--- src/rtl/lsu_master_pkg.sv ---
// lsu_master_pkg: shared definitions for the load/store initiator.
//   - access-size op encodings (word, half, byte, unsigned half, unsigned byte)
//   - exception codes raised by the LSU (AdEL, AdES, DBE)
//   - FSM state type and an op-legality helper
package lsu_master_pkg;

  localparam logic [2:0] OP_WD  = 3'd0;
  localparam logic [2:0] OP_HF  = 3'd1;
  localparam logic [2:0] OP_BT  = 3'd2;
  localparam logic [2:0] OP_UHF = 3'd3;
  localparam logic [2:0] OP_UBT = 3'd4;

  localparam logic [4:0] EXC_ADEL = 5'd4;
  localparam logic [4:0] EXC_ADES = 5'd5;
  localparam logic [4:0] EXC_DBE  = 5'd7;

  typedef enum logic [1:0] {
    ST_IDLE = 2'd0,
    ST_WAIT = 2'd1,
    ST_DONE = 2'd2
  } lsu_state_e;

  function automatic logic op_legal(input logic [2:0] op);
    return (op == OP_WD) || (op == OP_HF) || (op == OP_BT) ||
           (op == OP_UHF) || (op == OP_UBT);
  endfunction

endpackage

--- src/rtl/lsu_master_lane.sv ---
// lsu_lane: combinational byte-lane logic for the LSU.
//   op_i        access size
//   addr_lo_i   byte offset within the word
//   wdata_i     right-aligned store data
//   mem_rdata_i raw bus read word
//   be_o        byte enables, bit k = bits 8k+7:8k
//   wdata_o     store data replicated across all lanes
//   rdata_o     selected lane, sign- or zero-extended
//   misalign_o  access does not meet the size's alignment
module lsu_lane
  import lsu_master_pkg::*;
(
  input  logic [2:0]  op_i,
  input  logic [1:0]  addr_lo_i,
  input  logic [31:0] wdata_i,
  input  logic [31:0] mem_rdata_i,
  output logic [3:0]  be_o,
  output logic [31:0] wdata_o,
  output logic [31:0] rdata_o,
  output logic        misalign_o
);

  // Selected lane shifted down to bit 0
  logic [31:0] shifted;
  assign shifted = mem_rdata_i >> {addr_lo_i, 3'b000};

  always_comb begin
    be_o       = 4'b0000;
    wdata_o    = wdata_i;
    rdata_o    = mem_rdata_i;
    misalign_o = 1'b0;
    case (op_i)
      OP_WD: begin
        be_o       = 4'b1111;
        misalign_o = |addr_lo_i;
      end
      OP_HF, OP_UHF: begin
        be_o       = 4'b0011 << addr_lo_i;
        wdata_o    = {2{wdata_i[15:0]}};
        misalign_o = addr_lo_i[0];
        rdata_o    = (op_i == OP_HF) ? {{16{shifted[15]}}, shifted[15:0]}
                                     : {16'b0, shifted[15:0]};
      end
      OP_BT, OP_UBT: begin
        be_o    = 4'b0001 << addr_lo_i;
        wdata_o = {4{wdata_i[7:0]}};
        rdata_o = (op_i == OP_BT) ? {{24{shifted[7]}}, shifted[7:0]}
                                  : {24'b0, shifted[7:0]};
      end
      default: begin
        be_o = 4'b0000;
      end
    endcase
  end

endmodule

--- src/rtl/lsu_master.sv ---
// lsu_master: MEM-stage load/store initiator.
//   clk, rst_n             clock, asynchronous active-low reset
//   en, we, op, addr,      access request from the MEM stage
//   wdata, flush
//   stall                  hold the pipeline while the access is in flight
//   rdata, rvalid          extended load result and completion strobe
//   exc, exc_code          exception strobe (AdEL / AdES / DBE)
//   mem_*                  word-addressed, byte-enabled req/ack data bus
module lsu_master
  import lsu_master_pkg::*;
#(
  parameter int TIMEOUT = 64
) (
  input  logic        clk,
  input  logic        rst_n,
  input  logic        en,
  input  logic        we,
  input  logic [2:0]  op,
  input  logic [31:0] addr,
  input  logic [31:0] wdata,
  input  logic        flush,
  output logic        stall,
  output logic [31:0] rdata,
  output logic        rvalid,
  output logic        exc,
  output logic [4:0]  exc_code,
  output logic        mem_req,
  output logic        mem_we,
  output logic [3:0]  mem_be,
  output logic [31:0] mem_addr,
  output logic [31:0] mem_wdata,
  input  logic        mem_ack,
  input  logic [31:0] mem_rdata
);

  localparam int CNT_W = $clog2(TIMEOUT);

  lsu_state_e        state_q;
  logic [CNT_W-1:0]  cnt_q;
  logic              kill_q;
  logic [2:0]        op_q;
  logic [1:0]        addr_lo_q;
  logic              mem_req_q, mem_we_q;
  logic [3:0]        mem_be_q;
  logic [31:0]       mem_addr_q, mem_wdata_q;
  logic [31:0]       rdata_q, rdata_prev_q;
  logic              rvalid_q, exc_q;
  logic [4:0]        exc_code_q;

  logic [2:0]  lane_op;
  logic [1:0]  lane_addr_lo;
  logic [3:0]  lane_be;
  logic [31:0] lane_wdata, lane_rdata;
  logic        lane_misalign;
  logic        idle_req, issue, misal, suppress;

  // In IDLE the lane logic sees the live request; afterwards it sees the
  // captured op/offset so load extraction matches the issued access.
  assign lane_op      = (state_q == ST_IDLE) ? op         : op_q;
  assign lane_addr_lo = (state_q == ST_IDLE) ? addr[1:0]  : addr_lo_q;

  lsu_lane u_lane (
    .op_i        (lane_op),
    .addr_lo_i   (lane_addr_lo),
    .wdata_i     (wdata),
    .mem_rdata_i (mem_rdata),
    .be_o        (lane_be),
    .wdata_o     (lane_wdata),
    .rdata_o     (lane_rdata),
    .misalign_o  (lane_misalign)
  );

  assign idle_req = (state_q == ST_IDLE) && en && op_legal(op) && !flush;
  assign issue    = idle_req && !lane_misalign;
  assign misal    = idle_req && lane_misalign;
  assign suppress = kill_q || flush;

  assign stall     = rst_n && (issue || (state_q == ST_WAIT));
  assign mem_req   = mem_req_q;
  assign mem_we    = mem_we_q;
  assign mem_be    = mem_be_q;
  assign mem_addr  = mem_addr_q;
  assign mem_wdata = mem_wdata_q;
  assign exc       = exc_q;
  assign exc_code  = exc_code_q;
  // A flush arriving in DONE hides the completion and the fresh load data.
  assign rvalid    = rvalid_q && !flush;
  assign rdata     = (rvalid_q && flush) ? rdata_prev_q : rdata_q;

  always_ff @(posedge clk or negedge rst_n) begin
    if (!rst_n) begin
      state_q      <= ST_IDLE;
      cnt_q        <= '0;
      kill_q       <= 1'b0;
      op_q         <= '0;
      addr_lo_q    <= '0;
      mem_req_q    <= 1'b0;
      mem_we_q     <= 1'b0;
      mem_be_q     <= '0;
      mem_addr_q   <= '0;
      mem_wdata_q  <= '0;
      rdata_q      <= '0;
      rdata_prev_q <= '0;
      rvalid_q     <= 1'b0;
      exc_q        <= 1'b0;
      exc_code_q   <= '0;
    end else begin
      rvalid_q <= 1'b0;
      exc_q    <= 1'b0;
      case (state_q)
        ST_IDLE: begin
          kill_q <= 1'b0;
          cnt_q  <= '0;
          if (issue) begin
            op_q        <= op;
            addr_lo_q   <= addr[1:0];
            mem_addr_q  <= {addr[31:2], 2'b00};
            mem_we_q    <= we;
            mem_be_q    <= lane_be;
            mem_wdata_q <= lane_wdata;
            mem_req_q   <= 1'b1;
            state_q     <= ST_WAIT;
          end else if (misal) begin
            exc_q      <= 1'b1;
            exc_code_q <= we ? EXC_ADES : EXC_ADEL;
          end
        end
        ST_WAIT: begin
          if (flush) kill_q <= 1'b1;
          if (mem_ack) begin
            mem_req_q <= 1'b0;
            cnt_q     <= '0;
            state_q   <= ST_DONE;
            if (!suppress) begin
              rvalid_q     <= 1'b1;
              rdata_prev_q <= rdata_q;
              if (!mem_we_q) rdata_q <= lane_rdata;
            end
          end else if (cnt_q == CNT_W'(TIMEOUT - 1)) begin
            mem_req_q <= 1'b0;
            cnt_q     <= '0;
            state_q   <= ST_IDLE;
            if (!suppress) begin
              exc_q      <= 1'b1;
              exc_code_q <= EXC_DBE;
            end
          end else begin
            cnt_q <= cnt_q + 1'b1;
          end
        end
        ST_DONE: begin
          state_q <= ST_IDLE;
          // Roll back the load data the flushed instruction wrote
          if (rvalid_q && flush) rdata_q <= rdata_prev_q;
        end
        default: state_q <= ST_IDLE;
      endcase
    end
  end

endmodule
--- config.mk ---
export PLATFORM = sky130hd
export DESIGN_NAME = lsu_master
export DESIGN_NICKNAME = d
export VERILOG_FILES = /design/src/rtl/lsu_master_pkg.sv /design/src/rtl/lsu_master_lane.sv /design/src/rtl/lsu_master.sv
export SDC_FILE = /design/constraint.sdc
export NUM_CORES = 1
export LEC_CHECK = 0
export CAP_MARGIN = 30
export CORE_AREA = 2 2 164 166
export CTS_CLUSTER_DIAMETER = 200
export DETAILED_ROUTE_END_ITERATION = 7
export DIE_AREA = 0 0 166 168
export PLACE_DENSITY = 0.55
export SYNTH_ARGS = -nofsm -noshare
export SYNTH_HDL_FRONTEND = slang
export SYNTH_SLANG_ARGS = --single-unit
--- constraint.sdc ---
create_clock -name clk -period 3.7 [get_ports clk]
set_input_delay 0.74 -clock clk [delete_from_list [all_inputs] [get_ports clk]]
set_output_delay 0.74 -clock clk [all_outputs]
set_load 0.02 [all_outputs]
; ---- Yosys cells after proc, flatten, opt, wreduce, memory -nomap -nowiden
; Index checks and enable logic that the tools add are counted.
; Widths: inputs -> output; s select.
[totals]
ff_bits = 153
latchBits = 0
ram_bits = 0
romBits = 0
inputBits = 105
elab_cells = 113
mem_count = 0
[op_classes]
addsub = 1
multipliers = 0
div = 0
magnitude_cmp = 0
eq_ne = 21
shift = 3
n_mux = 41
bitwise = 1
reduce_logical = 31
[ops]
columns = cell, n
row1 = $mux 32, 6
row2 = $pmux 32 s2, 3
row3 = $shr 32x5->16, 1
row4 = $mux 5, 5
row5 = $ne 2x2->1 const B, 8
row6 = $eq 3x2->1 const B, 4
row7 = $mux 1, 12
row8 = $mux 6, 2
row9 = $pmux 4 s3, 1
row10 = $pmux 6 s2, 1
row11 = $pmux 5 s2, 1
row12 = $logic_and 1x1->1, 8
row13 = $mux 2, 4
row14 = $pmux 1 s2, 4
row15 = $add 6x1->6 const B, 1
row16 = $eq 3x1->1 const B, 2
row17 = $eq 3x3->1 const B, 2
row18 = $eq 6x6->1 const B, 1
row19 = $logic_not 3->1, 2
row20 = $logic_or 1x1->1, 6
row21 = $reduce_and 2->1, 3
row22 = $reduce_and 3->1, 2
row23 = $reduce_and 6->1, 1
row24 = $reduce_or 2->1, 3
row25 = other kinds (13), 15

; ---- Depth between registers and ports, before layout
; Gate-level depths: netlist of run 1.
[logic_depth]
ltp_word = 11
mapped_depth = 9

; ---- Modules after synthesis
; A second synthesis of run 1 with hierarchy kept.
[unflattened]
cells_unflattened = 687
hier_area_um2 = 8054.0
[modules_own_cells]
columns = mod, instances, cells_per_inst, area_per_inst_um2, seq_area_each_um2
row1 = lsu_master, 1, 478, 6431.2, 3778.6
row2 = lsu_lane, 1, 209, 1622.8, 0.0

; ---- Worst setup path after synthesis of run 1
; Ideal clock, no wire load.
[synth_path]
kind = input port to output port
startpoint = input op[1]
endpoint = output stall
arrival_time_ns = 2.474
t_required_ns = 2.960
setup_slack_ns = 0.486
stages = 7
n_path_buf = 3
path_cell_list = buf_2 o21a_1 nor4b_1 nand2_1 buf_6 buf_2 a21boi_0
[synth_via]
elab_chain_len = 10
[synth_lines]
columns = item, line_no
row1 = from (decl), lsu_master.sv:18  ; input logic [2:0] op,
row2 = branches (longest 7 deep; another with $mux 3), -
row3 = $logic_and 1x1->1 *, lsu_master.sv:74  ; assign issue = idle_req && !lane_misalign;
row4 = $logic_or 1x1->1 *, lsu_master.sv:78  ; assign stall = rst_n && (issue || (state_q == ST_WAIT));
row5 = $logic_and 1x1->1 *, lsu_master.sv:78
row6 = to (decl), lsu_master.sv:22  ; output logic stall,
; Mark *: on every way between the ends.

; ---- Worst setup path in the final report of run 1
[layout_path]
startpoint = input flush
endpoint = output rdata[19]
[layout_via]
elab_chain_len = 2
[layout_lines]
columns = item, line_no
row1 = from (decl), lsu_master.sv:21  ; input logic flush,
row2 = $logic_and 1x1->1, lsu_master.sv:88  ; assign rdata = (rvalid_q && flush) ? rdata_prev_q : rdata_q;
row3 = $mux 32, -
row4 = to (decl), lsu_master.sv:23  ; output logic [31:0] rdata,
; Every way passes these cells.

==> metrics.md, run 1 <==
| Metric | Value |
|---|---|
| Post-layout util | `44.7%` |
| Fmax | `0.293 GHz` |
| Area leader, netlist | `dfrtp_1` |
| Worst-Margin Slew | `0.879 ns` |
| Leak | `5.24 nW` |
| Area fraction of the dominant cell type after synthesis | `43.3%` |
| Logic pwr share | `44.5%` |
| Initial Utilization | `33.1%` |
| Unrepaired setup endpoints after global routing | `no` |
| Syn_area_per_cell | `11.3 um^2` |
| Top cells by area, synth | `dfrtp_1 (43%), mux2_2 (14%), mux2_4 (6.4%), mux2i_1 (3.0%), a21oi_1 (2.3%)` |
| Worst hold slack | `0.185 ns` |
| Clock tree buffer depth | `2` |
| Number of max-cap violations | `0` |
| Die height | `168 um` |
| Layout area overhead | `35.0%` |
| Vias in the first global route | `7263` |
| Final slew viol count | `0` |
| Vias per inst | `5.28` |
| Final setup fails | `0` |
| Fin crit share | `92.3%` |
| Global route overflow | `0` |
| Clk sink count | `151` |
| Crit-path most repeated cell | `clkdlybuf4s50_1` |
| CP delay by family, top | `buffers and inverters` |
| Final #Nets | `1077` |
| Design Area, Final | `11800 um^2` |
| Final hold violations | `0` |
| Status | `finished clean` |
| Layout cells sized above 1 | `24.7%` |
| Die area | `27900 um^2` |
| Worst path arrival time | `2.67 ns` |
| CP Launch Type | `input pin` |
| Pwr dens | `682 nW/um^2` |
| Setup Crit Path Kind | `input pin to primary output` |
| CP max stage delay | `0.56 ns` |
| Synth Register Bits | `151` |
| Sequential Power Share | `32.5%` |
| FP Rows | `60` |
| CP endpoint kind | `primary output` |
| Switch share | `37.0%` |
| Setup TNS | `0 ns` |
| Critical-path cell list | `clkdlybuf4s50_1 > nand2_1 > buf_12 > mux2_2 > clkdlybuf4s50_1` |
| NetSw | `2.98 mW` |
| GRT Total Usage | `18.9%` |
| Drc violations | `0` |
| Iter 0 DRT Violations | `604` |
| CTS tree | `yes` |
| Vias after detailed routing | `7004` |
| Hpwl dp | `18.2 mm` |
| H-Tree Depth | `4` |
| Largest net degree at the start of global routing | `75` |
| Avg WL per Cell | `19.9 um` |
| HP Class | `input pin to async pin` |
| Power Internal | `5.06 mW` |
| Drt pass-1 iters | `5` |
| Max_slew headroom | `41.2%` |
| Inserted Clock Buffers | `17` |
| Count of different cell masters after synthesis | `75` |
| Die Wd | `166 um` |
| Worst EP required | `2.96 ns` |
| Final Power | `8.04 mW` |
| Clock transition at path regs | `0.07 ns` |
| Core ar. | `26400 um^2` |
| Final wirelength | `26.4 mm` |
| CP Max Fanout | `32` |
| Initial antenna violation count | `1` |
| GP Congestion | `0.769` |
| Crit-path slowest cell | `clkdlybuf4s50_1` |
| Post-synthesis sequential area ratio | `43.3%` |
| CTS Root Cell | `clkbuf_16` |
| Postcts setup bufs | `0` |
| Ys Warns | `0` |
| Ys flop type | `dfrtp_1` |
| Placed cell areas | `11200 um^2` |
| IO Port Bufs | `210` |
| Synth Cell Area | `8730 um^2` |
| Buf+Inv Stages, Crit Path | `3` |
| Min cycle time layout | `3.41 ns` |
| Clock Latency Late Sink | `0.43 ns` |
| Final setup skew | `0.0119 ns` |
| Final antenna-violating net count | `0` |
| Max VDD drop | `0.000412 V` |
| Mapped Cells | `772` |
| Clock power share | `23.0%` |
| Post-synth EDFFs | `0` |
| FFs w/ async S/R, synth | `100%` |
| First-pass GRT wire length | `41.9 mm` |
| I/O pins | `215` |
cells by family (layout without fill, tap and decap cells):
group           count (synthesis)  count (layout)  synth area share, %
other cells                     1               5               0.0430
fa+ha+maj                       1               1                0.143
simple gates                  161             161                 9.78
mux                           172             172                 23.4
xor+xnor                        2               2                0.201
buf+inv                        96             305                 6.01
flops                         151             151                 43.3
compound gates                188             188                 17.1
routing by layer:
layer  vias to the layer above  track usage, %  share of wire, %
met1                      3426            25.2                45
li1                       3291               -                 -
met5                         -               0                 0
met3                        36            5.76               7.3
met4                         0            6.35               2.5
met2                       251            29.4                45
Yosys cell counts (3+ instances only):
| master | count |
|---|---|
| o21ai_0 | 16 |
| o211ai_1 | 16 |
| a211o_1 | 7 |
| nand2_1 | 50 |
| o2111a_1 | 6 |
| buf_1 | 4 |
| buf_2 | 30 |
| nor2_1 | 29 |
| nor2b_1 | 5 |
| o21a_1 | 11 |
| a31oi_1 | 10 |
| o21ai_1 | 4 |
| buf_4 | 8 |
| nand2b_1 | 8 |
| inv_1 | 28 |
| nor3_1 | 22 |
| buf_6 | 9 |
| nand3_1 | 17 |
| o311ai_0 | 16 |
| or4b_1 | 3 |
| a221oi_1 | 6 |
| mux2i_1 | 26 |
| a222oi_1 | 8 |
| a21oi_1 | 40 |
| o2bb2ai_1 | 8 |
| mux2_4 | 37 |
| a221oi_2 | 10 |
| o31ai_1 | 10 |
| mux2_2 | 107 |
| clkbuf_1 | 14 |
| dfrtp_1 | 151 |
power by group through the flow:
stage	sequential [mW]	combinational, mW	clock, mW
final	2.61	3.58	1.85
after floorplan	3.00	1.67	0
after detailed placement	2.62	3.59	0
after CTS	2.61	3.60	1.90
after global routing	2.70	3.82	1.97
after global placement	2.62	3.56	0
path summary, 6_finish.rpt:
| path | startpoint | to | slack, ns | cells after the start |
|---|---|---|---|---|
| min in group clk | exc_code[2]$_DFFE_PN0P_ | exc_code[2]$_DFFE_PN0P_ | 0.47 | 1 |
| worst min-delay path | rst_n | exc_code[2]$_DFFE_PN0P_ | 0.18 | 1 |
| max in group asynchronous | rst_n | rdata_q[12]$_DFFE_PN0P_ | 2.36 | 2 |
| worst max-delay path | flush | rdata[19] | 0.29 | 5 |
| worst min register to register | exc_code[2]$_DFFE_PN0P_ | exc_code[2]$_DFFE_PN0P_ | 0.47 | 1 |
| worst max register to register | state_q[1]$_DFFE_PN0P_ | mem_wdata[18]$_DFFE_PN0P_ | 1.16 | 6 |
flip-flops by register name, summed over array words and instances (netlist names), 2 cells and up:
signal        flops
cnt_q             6
exc_code          3
state_q           2
mem_addr         30
mem_be            4
mem_wdata        32
addr_lo_q         2
rdata_prev_q     32
op_q              3
rdata_q          32
per-stage QoR:
| step | setup slack, ns | std cells |
|---|---|---|
| after detailed placement | 0.0970 | 1293 |
| final | 0.285 | 1326 |
| after global routing | 0.239 | 1326 |
| after global placement | 0.159 | 1292 |
| after floorplan | 0.486 | 775 |
| after CTS | 0.0598 | 1325 |
worst reg2reg max path: stages, from the launching register on:
cell	delay, ns
dfrtp_1	0.35
buf_4	0.29
nor2_4	0.13
nor3_4	0.76
nor2_4	0.28
mux2_2	0.36
mux2_4	0.26
area by class of cell:
class	instances	area (um^2)
Timing Repair Buffer	245	2410
Sequential cell	151	3780
Fill cell	2501	14600
Antenna cell	1	2.50
Clock inverter	15	185
Tap cell	341	427
Multi-Input combinational cell	528	4440
Inverter	28	105
Clock buffer	17	425
cell usage in the layout (no fill, tap or decap), types with 3 or more instances in the layout:
cell / netlist / routed
nor2b_1: 5 / 5
o2111a_1: 6 / 6
dfrtp_1: 151 / 151
clkbuf_16: 0 / 17
buf_4: 8 / 32
nor2_1: 29 / 29
nand3_1: 17 / 17
mux2_2: 107 / 107
a221oi_2: 10 / 10
inv_6: 0 / 6
a21oi_1: 40 / 40
or4b_1: 3 / 3
nand2b_1: 8 / 8
clkinv_4: 0 / 3
o311ai_0: 16 / 16
o211ai_1: 16 / 16
a221oi_1: 6 / 6
o21ai_0: 16 / 16
a222oi_1: 8 / 8
o31ai_1: 10 / 10
a211o_1: 7 / 7
o21ai_1: 4 / 4
a31oi_1: 10 / 10
nor3_1: 22 / 22
conb_1: 1 / 4
mux2_4: 37 / 37
o21a_1: 11 / 11
nand2_1: 50 / 49
o2bb2ai_1: 8 / 8
clkdlybuf4s50_1: 0 / 208
mux2i_1: 26 / 26
inv_1: 28 / 28
timing repair:
item                                    in CTS  in global routing
endpoints found under the setup margin       0                  1
hold buffers                                 0                  0
gates resized for setup                      0                  1
No activity file was read; power rests on OpenSTA's default activity.
==> run 2, diff against run 1 <==
SKIP_LAST_GASP = 1   (was unset)
==> results of run 2 <==
Final layout, timing and power as in run 1 (identical DEF).
